===== src/rtl/readout_pkg.sv =====
// Shared types and constants for the readout capture block.
package readout_pkg;

    localparam int DEF_TIME_W = 32;
    localparam int DEF_TLEN_W = 16;
    localparam int DEF_ACC_W  = 40;

    localparam int SAMPLE_W = 16;
    localparam int I_LSB    = 0;
    localparam int Q_LSB    = 16;

    typedef enum logic [1:0] {
        S_IDLE,
        S_WAIT,
        S_CAPTURE,
        S_DONE
    } state_t;

    typedef struct packed {
        logic [DEF_TIME_W-1:0] t_start;
        logic [DEF_TLEN_W-1:0] t_len;
        logic [DEF_ACC_W-1:0]  threshold;
    } capture_descriptor_t;

endpackage


===== src/rtl/iq_accumulator.sv =====
// Signed I/Q accumulator pair: clear, add on enabled beat, otherwise hold.
module iq_accumulator
    import readout_pkg::*;
#(
    parameter int ACC_W = DEF_ACC_W
) (
    input  logic                clk,
    input  logic                rst_n,
    input  logic                clr,
    input  logic                en,
    input  logic [SAMPLE_W-1:0] smp_i,
    input  logic [SAMPLE_W-1:0] smp_q,
    output logic [ACC_W-1:0]    nxt_i,
    output logic [ACC_W-1:0]    nxt_q
);

    logic [ACC_W-1:0] acc_i;
    logic [ACC_W-1:0] acc_q;
    logic [ACC_W-1:0] ext_i;
    logic [ACC_W-1:0] ext_q;

    assign ext_i = {{(ACC_W-SAMPLE_W){smp_i[SAMPLE_W-1]}}, smp_i};
    assign ext_q = {{(ACC_W-SAMPLE_W){smp_q[SAMPLE_W-1]}}, smp_q};

    // nxt includes the current beat so the caller can latch a final sum
    assign nxt_i = en ? acc_i + ext_i : acc_i;
    assign nxt_q = en ? acc_q + ext_q : acc_q;

    always_ff @(posedge clk) begin
        if (!rst_n || clr) begin
            acc_i <= '0;
            acc_q <= '0;
        end else begin
            acc_i <= nxt_i;
            acc_q <= nxt_q;
        end
    end

endmodule


===== src/rtl/readout_capture.sv =====
// Time-windowed I/Q integration with threshold discrimination.
module readout_capture
    import readout_pkg::*;
#(
    parameter int TIME_W = DEF_TIME_W,
    parameter int TLEN_W = DEF_TLEN_W,
    parameter int ACC_W  = DEF_ACC_W
) (
    input  logic              clk,
    input  logic              rst_n,
    input  logic [TIME_W-1:0] counter,
    input  logic              cap_valid,
    output logic              cap_ready,
    input  logic [TIME_W-1:0] cap_t_start,
    input  logic [TLEN_W-1:0] cap_t_len,
    input  logic [ACC_W-1:0]  cap_threshold,
    input  logic [31:0]       s_axis_tdata,
    input  logic              s_axis_tvalid,
    output logic              s_axis_tready,
    output logic [ACC_W-1:0]  res_i,
    output logic [ACC_W-1:0]  res_q,
    output logic              res_state,
    output logic              res_late,
    output logic              res_valid,
    input  logic              res_ready
);

    state_t              state;
    capture_descriptor_t desc;
    logic [TLEN_W-1:0]   cnt;
    logic                first_wait;
    logic                late_q;

    logic [TIME_W-1:0] t_start;
    logic [TLEN_W-1:0] t_len;
    logic [ACC_W-1:0]  thr;
    logic [TIME_W-1:0] diff;
    logic [TLEN_W-1:0] cnt_nxt;
    logic [ACC_W-1:0]  nxt_i;
    logic [ACC_W-1:0]  nxt_q;
    logic open, zero_len, cap_en, last, enter_done, late_now, clr;

    assign t_start = TIME_W'(desc.t_start);
    assign t_len   = TLEN_W'(desc.t_len);
    assign thr     = ACC_W'(desc.threshold);

    assign s_axis_tready = 1'b1;

    // wrap-safe: window is open once counter is at or past t_start
    assign diff     = counter - t_start;
    assign open     = (state == S_WAIT) && !diff[TIME_W-1];
    assign zero_len = (t_len == '0);
    assign late_now = first_wait && (counter != t_start);

    // the cycle the window opens is itself the first capture cycle
    assign cap_en = s_axis_tvalid &&
                    ((state == S_CAPTURE) || (open && !zero_len));
    assign cnt_nxt    = cnt + TLEN_W'(1);
    assign last       = cap_en && (cnt_nxt == t_len);
    assign enter_done = (open && zero_len) || last;
    assign clr        = cap_valid && cap_ready;

    iq_accumulator #(.ACC_W(ACC_W)) u_acc (
        .clk   (clk),
        .rst_n (rst_n),
        .clr   (clr),
        .en    (cap_en),
        .smp_i (s_axis_tdata[I_LSB +: SAMPLE_W]),
        .smp_q (s_axis_tdata[Q_LSB +: SAMPLE_W]),
        .nxt_i (nxt_i),
        .nxt_q (nxt_q)
    );

    always_ff @(posedge clk) begin
        if (!rst_n) begin
            state      <= S_IDLE;
            desc       <= '0;
            cnt        <= '0;
            first_wait <= 1'b0;
            late_q     <= 1'b0;
            cap_ready  <= 1'b1;
            res_i      <= '0;
            res_q      <= '0;
            res_state  <= 1'b0;
            res_late   <= 1'b0;
            res_valid  <= 1'b0;
        end else begin
            if (enter_done) begin
                res_i     <= nxt_i;
                res_q     <= nxt_q;
                res_state <= ($signed(nxt_i) >= $signed(thr));
                res_late  <= (state == S_WAIT) ? late_now : late_q;
                res_valid <= 1'b1;
            end
            if (cap_en) cnt <= cnt_nxt;
            unique case (state)
                S_IDLE: begin
                    if (clr) begin
                        desc.t_start   <= DEF_TIME_W'(cap_t_start);
                        desc.t_len     <= DEF_TLEN_W'(cap_t_len);
                        desc.threshold <= DEF_ACC_W'(cap_threshold);
                        cnt            <= '0;
                        first_wait     <= 1'b1;
                        late_q         <= 1'b0;
                        cap_ready      <= 1'b0;
                        state          <= S_WAIT;
                    end
                end
                S_WAIT: begin
                    first_wait <= 1'b0;
                    if (open) begin
                        late_q <= late_now;
                        state  <= enter_done ? S_DONE : S_CAPTURE;
                    end
                end
                S_CAPTURE: begin
                    if (last) state <= S_DONE;
                end
                S_DONE: begin
                    if (res_ready) begin
                        res_valid <= 1'b0;
                        cap_ready <= 1'b1;
                        state     <= S_IDLE;
                    end
                end
                default: state <= S_IDLE;
            endcase
        end
    end

endmodule


===== config.mk =====
export PLATFORM = sky130hd
export DESIGN_NAME = readout_capture
export DESIGN_NICKNAME = d
export VERILOG_FILES = /design/src/rtl/readout_pkg.sv /design/src/rtl/iq_accumulator.sv /design/src/rtl/readout_capture.sv
export SDC_FILE = /design/constraint.sdc
export NUM_CORES = 1
export LEC_CHECK = 0
export ABC_CLOCK_PERIOD_IN_PS = 6250
export CAP_MARGIN = 0
export CORE_MARGIN = 10
export CORE_UTILIZATION = 52
export CTS_BUF_LIST = sky130_fd_sc_hd__clkbuf_2 sky130_fd_sc_hd__clkbuf_4 sky130_fd_sc_hd__clkbuf_8
export CTS_CLUSTER_SIZE = 12
export DETAILED_ROUTE_END_ITERATION = 8
export PLACE_DENSITY = 0.84
export SLEW_MARGIN = 20
export SYNTH_ARGS = -nofsm -noshare
export SYNTH_HDL_FRONTEND = slang
export SYNTH_SLANG_ARGS = --single-unit

===== constraint.sdc =====
create_clock -name clk -period 6.25 [get_ports clk]
set_input_delay 0.9375 -clock clk [delete_from_list [all_inputs] [get_ports clk]]
set_output_delay 0.9375 -clock clk [all_outputs]
set_load 0.02 [all_outputs]

==> results.sh <==
export IMPL_die_w_um=198
export IMPL_grt_setup_unrepaired="no"
export IMPL_leakagePower_nw=8.30
export IMPL_status="finished clean"
export IMPL_cp_start_kind="primary input"
export IMPL_antenna_found_initial=3
export IMPL_holdCritStartpoint="t_start[22]$_SDFFE_PN0P_"
export IMPL_crit_required_ps=6670
export IMPL_cts_inserted_buffers=47
export IMPL_via_per_inst=5.78
export IMPL_routed_wl_um=48700
export IMPL_p_per_area_mw_per_mm2=321
export IMPL_holdPathEnd="t_start[22]$_SDFFE_PN0P_"
export IMPL_grtUsageMet2_pct=40.9
export IMPL_hold_buffers=0
export IMPL_rr_startpoint="t_start[28]$_SDFFE_PN0P_"
export IMPL_vdd_ir_drop_max_uv=241
export IMPL_synth_top_family_by_area="compound AO/OA/AOI/OAI gates"
export IMPL_nFillCells=2626
export IMPL_overflow=0
export IMPL_area_growth_pct=22.7
export IMPL_netlist_instances=2056
export IMPL_dieHeight_um=198
export IMPL_period_needed_ps=5520
export IMPL_postCtsSetupRepairBufs=0
export IMPL_crit_slowest_cell="clkdlybuf4s50_1"
export IMPL_synth_compound_area_share_pct=23.4
export IMPL_final_hold_violation_count=0
export IMPL_synth_flop_cell="dfxtp_1"
export IMPL_start_util_pct=52.4
export IMPL_dp_cells=2625
export IMPL_async_reset_ff_share_pct=0
export IMPL_synthAdderAreaFrac_pct=12.0
export IMPL_slew_headroom_pct=26.4
export IMPL_holdPathStages=2
export IMPL_critPathCaptureType="flop"
export IMPL_use_met3_pct=6.48
export IMPL_arrival_ps=5940
export IMPL_vias=15700
export IMPL_detail_route_drc_violations=0
export IMPL_rows=65
export IMPL_grt_pass1_vias=15600
export IMPL_fin_area_mm2=0.0202
export IMPL_path_cells="clkdlybuf4s50_1 > ha_1 > a21o_1 > a21o_1 > a221oi_1 > o21ai_1 > or3_1 > o211ai_2 > nand2_4 > mux2i_1 > inv_1 > ha_1 > nor2b_1 > o21ai_0 > nand2b_1 > a21oi_1 > o21ai_0 > nand3_1 > a211o_1 > a31oi_1 > a211oi_1 > mux2i_1 > a21oi_1"
export IMPL_period_share_pct=88.3
export IMPL_r2r_end="res_state$_SDFFE_PN0P_"
export IMPL_fmax_ghz=0.181
export IMPL_drt_iter0_drc=1019
export IMPL_final_nets=2585
export IMPL_syn_area_per_cell_um2=8.01
export IMPL_synth_xor_area_share_pct=5.48
export IMPL_met1_usage_pct=28.9
export IMPL_path_clk_slew_ps=60
export IMPL_synthDistinctLibCells=81
export IMPL_grt_usage_pct=24.3
export IMPL_path_class="in2reg"
export IMPL_reg2reg_depth=23
export IMPL_grt_pass1_wl_um=78600
export IMPL_layout_common_cells="nand2_1, dfxtp_1, a21oi_1"
export IMPL_synth_mux_area_share_pct=2.01
export IMPL_syn_area_mm2=0.0165
export IMPL_cts_tree="yes"
export IMPL_drtAntennaViolNets=0
export IMPL_yosys_warnings=0
export IMPL_cp_slowest_stage_delay_ps=400
export IMPL_maxCapViolCount=0
export IMPL_hold_class="reg2reg"
export IMPL_busiest_layer="met2"
export IMPL_tns_ps=0
export IMPL_seq_area_frac_synth_pct=33.1
export IMPL_utilization_pct=64.4
export IMPL_yosys_area_share_simple_pct=18.0
export IMPL_tightest_slew_ps=1100
export IMPL_dp_hpwl_um=35900
export IMPL_setup_viol=0
export IMPL_finClkSkew_ps=29.6
export IMPL_grt_max_degree=97
export IMPL_ys_ff_latch=272
export IMPL_die_area_mm2=0.0392
export IMPL_gp_congestion=0.940
export IMPL_drive_above_1_share_pct=8.37
export IMPL_io_pin_count=242
export IMPL_stdcell_count=2710
export IMPL_synth_edff_count=0
export IMPL_route_detailed_wl_per_inst_um=18.0
export IMPL_reg2reg_setup_slack_ps=1110
export IMPL_finalMaxSlewViolations=0
export IMPL_cts_root_buf="clkbuf_8"
export IMPL_worst_skew_pair_late_latency_ps=590
export IMPL_hold_ws_ps=454
export IMPL_ctsResizeCount=0
export IMPL_cts_sinks=272
export IMPL_cts_buffer_depth=3
export IMPL_cp_max_fo=25
export IMPL_drtPass1Iterations=7
export IMPL_core_area_mm2=0.0314
export IMPL_synth_fp_nets=2369
export IMPL_place_area_mm2=0.0191
export IMPL_numPortBuffers=240
export IMPL_h_tree_depth=2
-- report_power, final --
| group | internal (mW) | switching, mW |
|---|---|---|
| Clock | 1.06 | 0.751 |
| Sequential | 1.97 | 0.157 |
| Combinational | 1.02 | 1.53 |
| Total | 4.05 | 2.44 |
-- synth_stat cells, types with 20 or more instances --
cell      number  area share [%]
mux2i_1       33             2.0
inv_1        137             3.1
nor2_1       235             5.4
o21ai_0       77             2.3
a21o_1        51             2.3
a31oi_1       24            0.91
xor2_1        33             1.8
nor3_1        20            0.61
xnor2_1       70             3.7
nand4_1       23            0.87
ha_1         154              12
nand3_1       27            0.82
a211oi_2      53             4.0
nand2_1      274             6.2
a21oi_1      260             7.9
dfxtp_1      272              33
clkbuf_1      63             1.4
-- worst max path at each step --
stage           startpoint                     end  depth (start not counted)
2_1_floorplan  counter[28]  res_state$_SDFFE_PN0P_                         22
3_3_place_gp   counter[28]  res_state$_SDFFE_PN0P_                         23
3_5_place_dp   counter[28]  res_state$_SDFFE_PN0P_                         23
4_1_cts        counter[28]  res_state$_SDFFE_PN0P_                         23
5_1_grt        counter[28]  res_state$_SDFFE_PN0P_                         23
6_report       counter[28]  res_state$_SDFFE_PN0P_                         23
-- cell type report --
class | instances | area (µm²) | area share, %
Multi-Input combinational cell | 1548 | 10100 | 49.9
Sequential cell | 272 | 5450 | 27.0
Timing Repair Buffer | 265 | 2600 | 12.9
Clock buffer | 76 | 927 | 4.59
Inverter | 138 | 523 | 2.59
Tap cell | 402 | 503 | 2.49
Clock inverter | 7 | 124 | 0.613
Antenna cell | 2 | 5.00 | 0.0248
-- flip-flops by register name, indices dropped and copies added (netlist names) --
signal and cells:
res_state 1, thr 40, late_q 1, first_wait 1, u_acc.acc_q 40, cap_ready 1
u_acc.acc_i 40, res_valid 1, res_i 40, res_q 40, state 2, res_late 1
t_start 32, t_len 16, cnt 16
-- critical path, delay by kind of cell --
kind	cells	cell delay, ps
AO/OA/AOI/OAI	12	2290
multiplexers	2	590
AND/OR/NAND/NOR	5	1000
adder cells (fa/ha/maj)	2	610
buffers and inverters	2	500
-- per-layer routing --
| layer | up-vias | part of all wire (%) |
|---|---|---|
| li1 | 7595 | - |
| met2 | 577 | 46 |
| met4 | 4 | 3.8 |
| met5 | - | 0.055 |
| met1 | 7351 | 42 |
| met3 | 126 | 8.4 |
-- cells by family after synthesis --
kind of cell / count (synthesis)
AOI/OAI and AO/OA: 580
xor gates and xnor gates: 103
adders and majority gates: 156
buffers and inverters: 236
DFF: 272
muxes: 33
other: 1
and+or+nand+nor: 675
-- metrics by stage --
step           worst slack, ps  power [mW]
3_3_place_gp               385        4.58
4_1_cts                    816        6.49
6_report                   731        6.49
5_1_grt                    424        6.88
3_5_place_dp               257        4.67
2_1_floorplan             1180        3.87
Power figures use the tool's default switching activity.
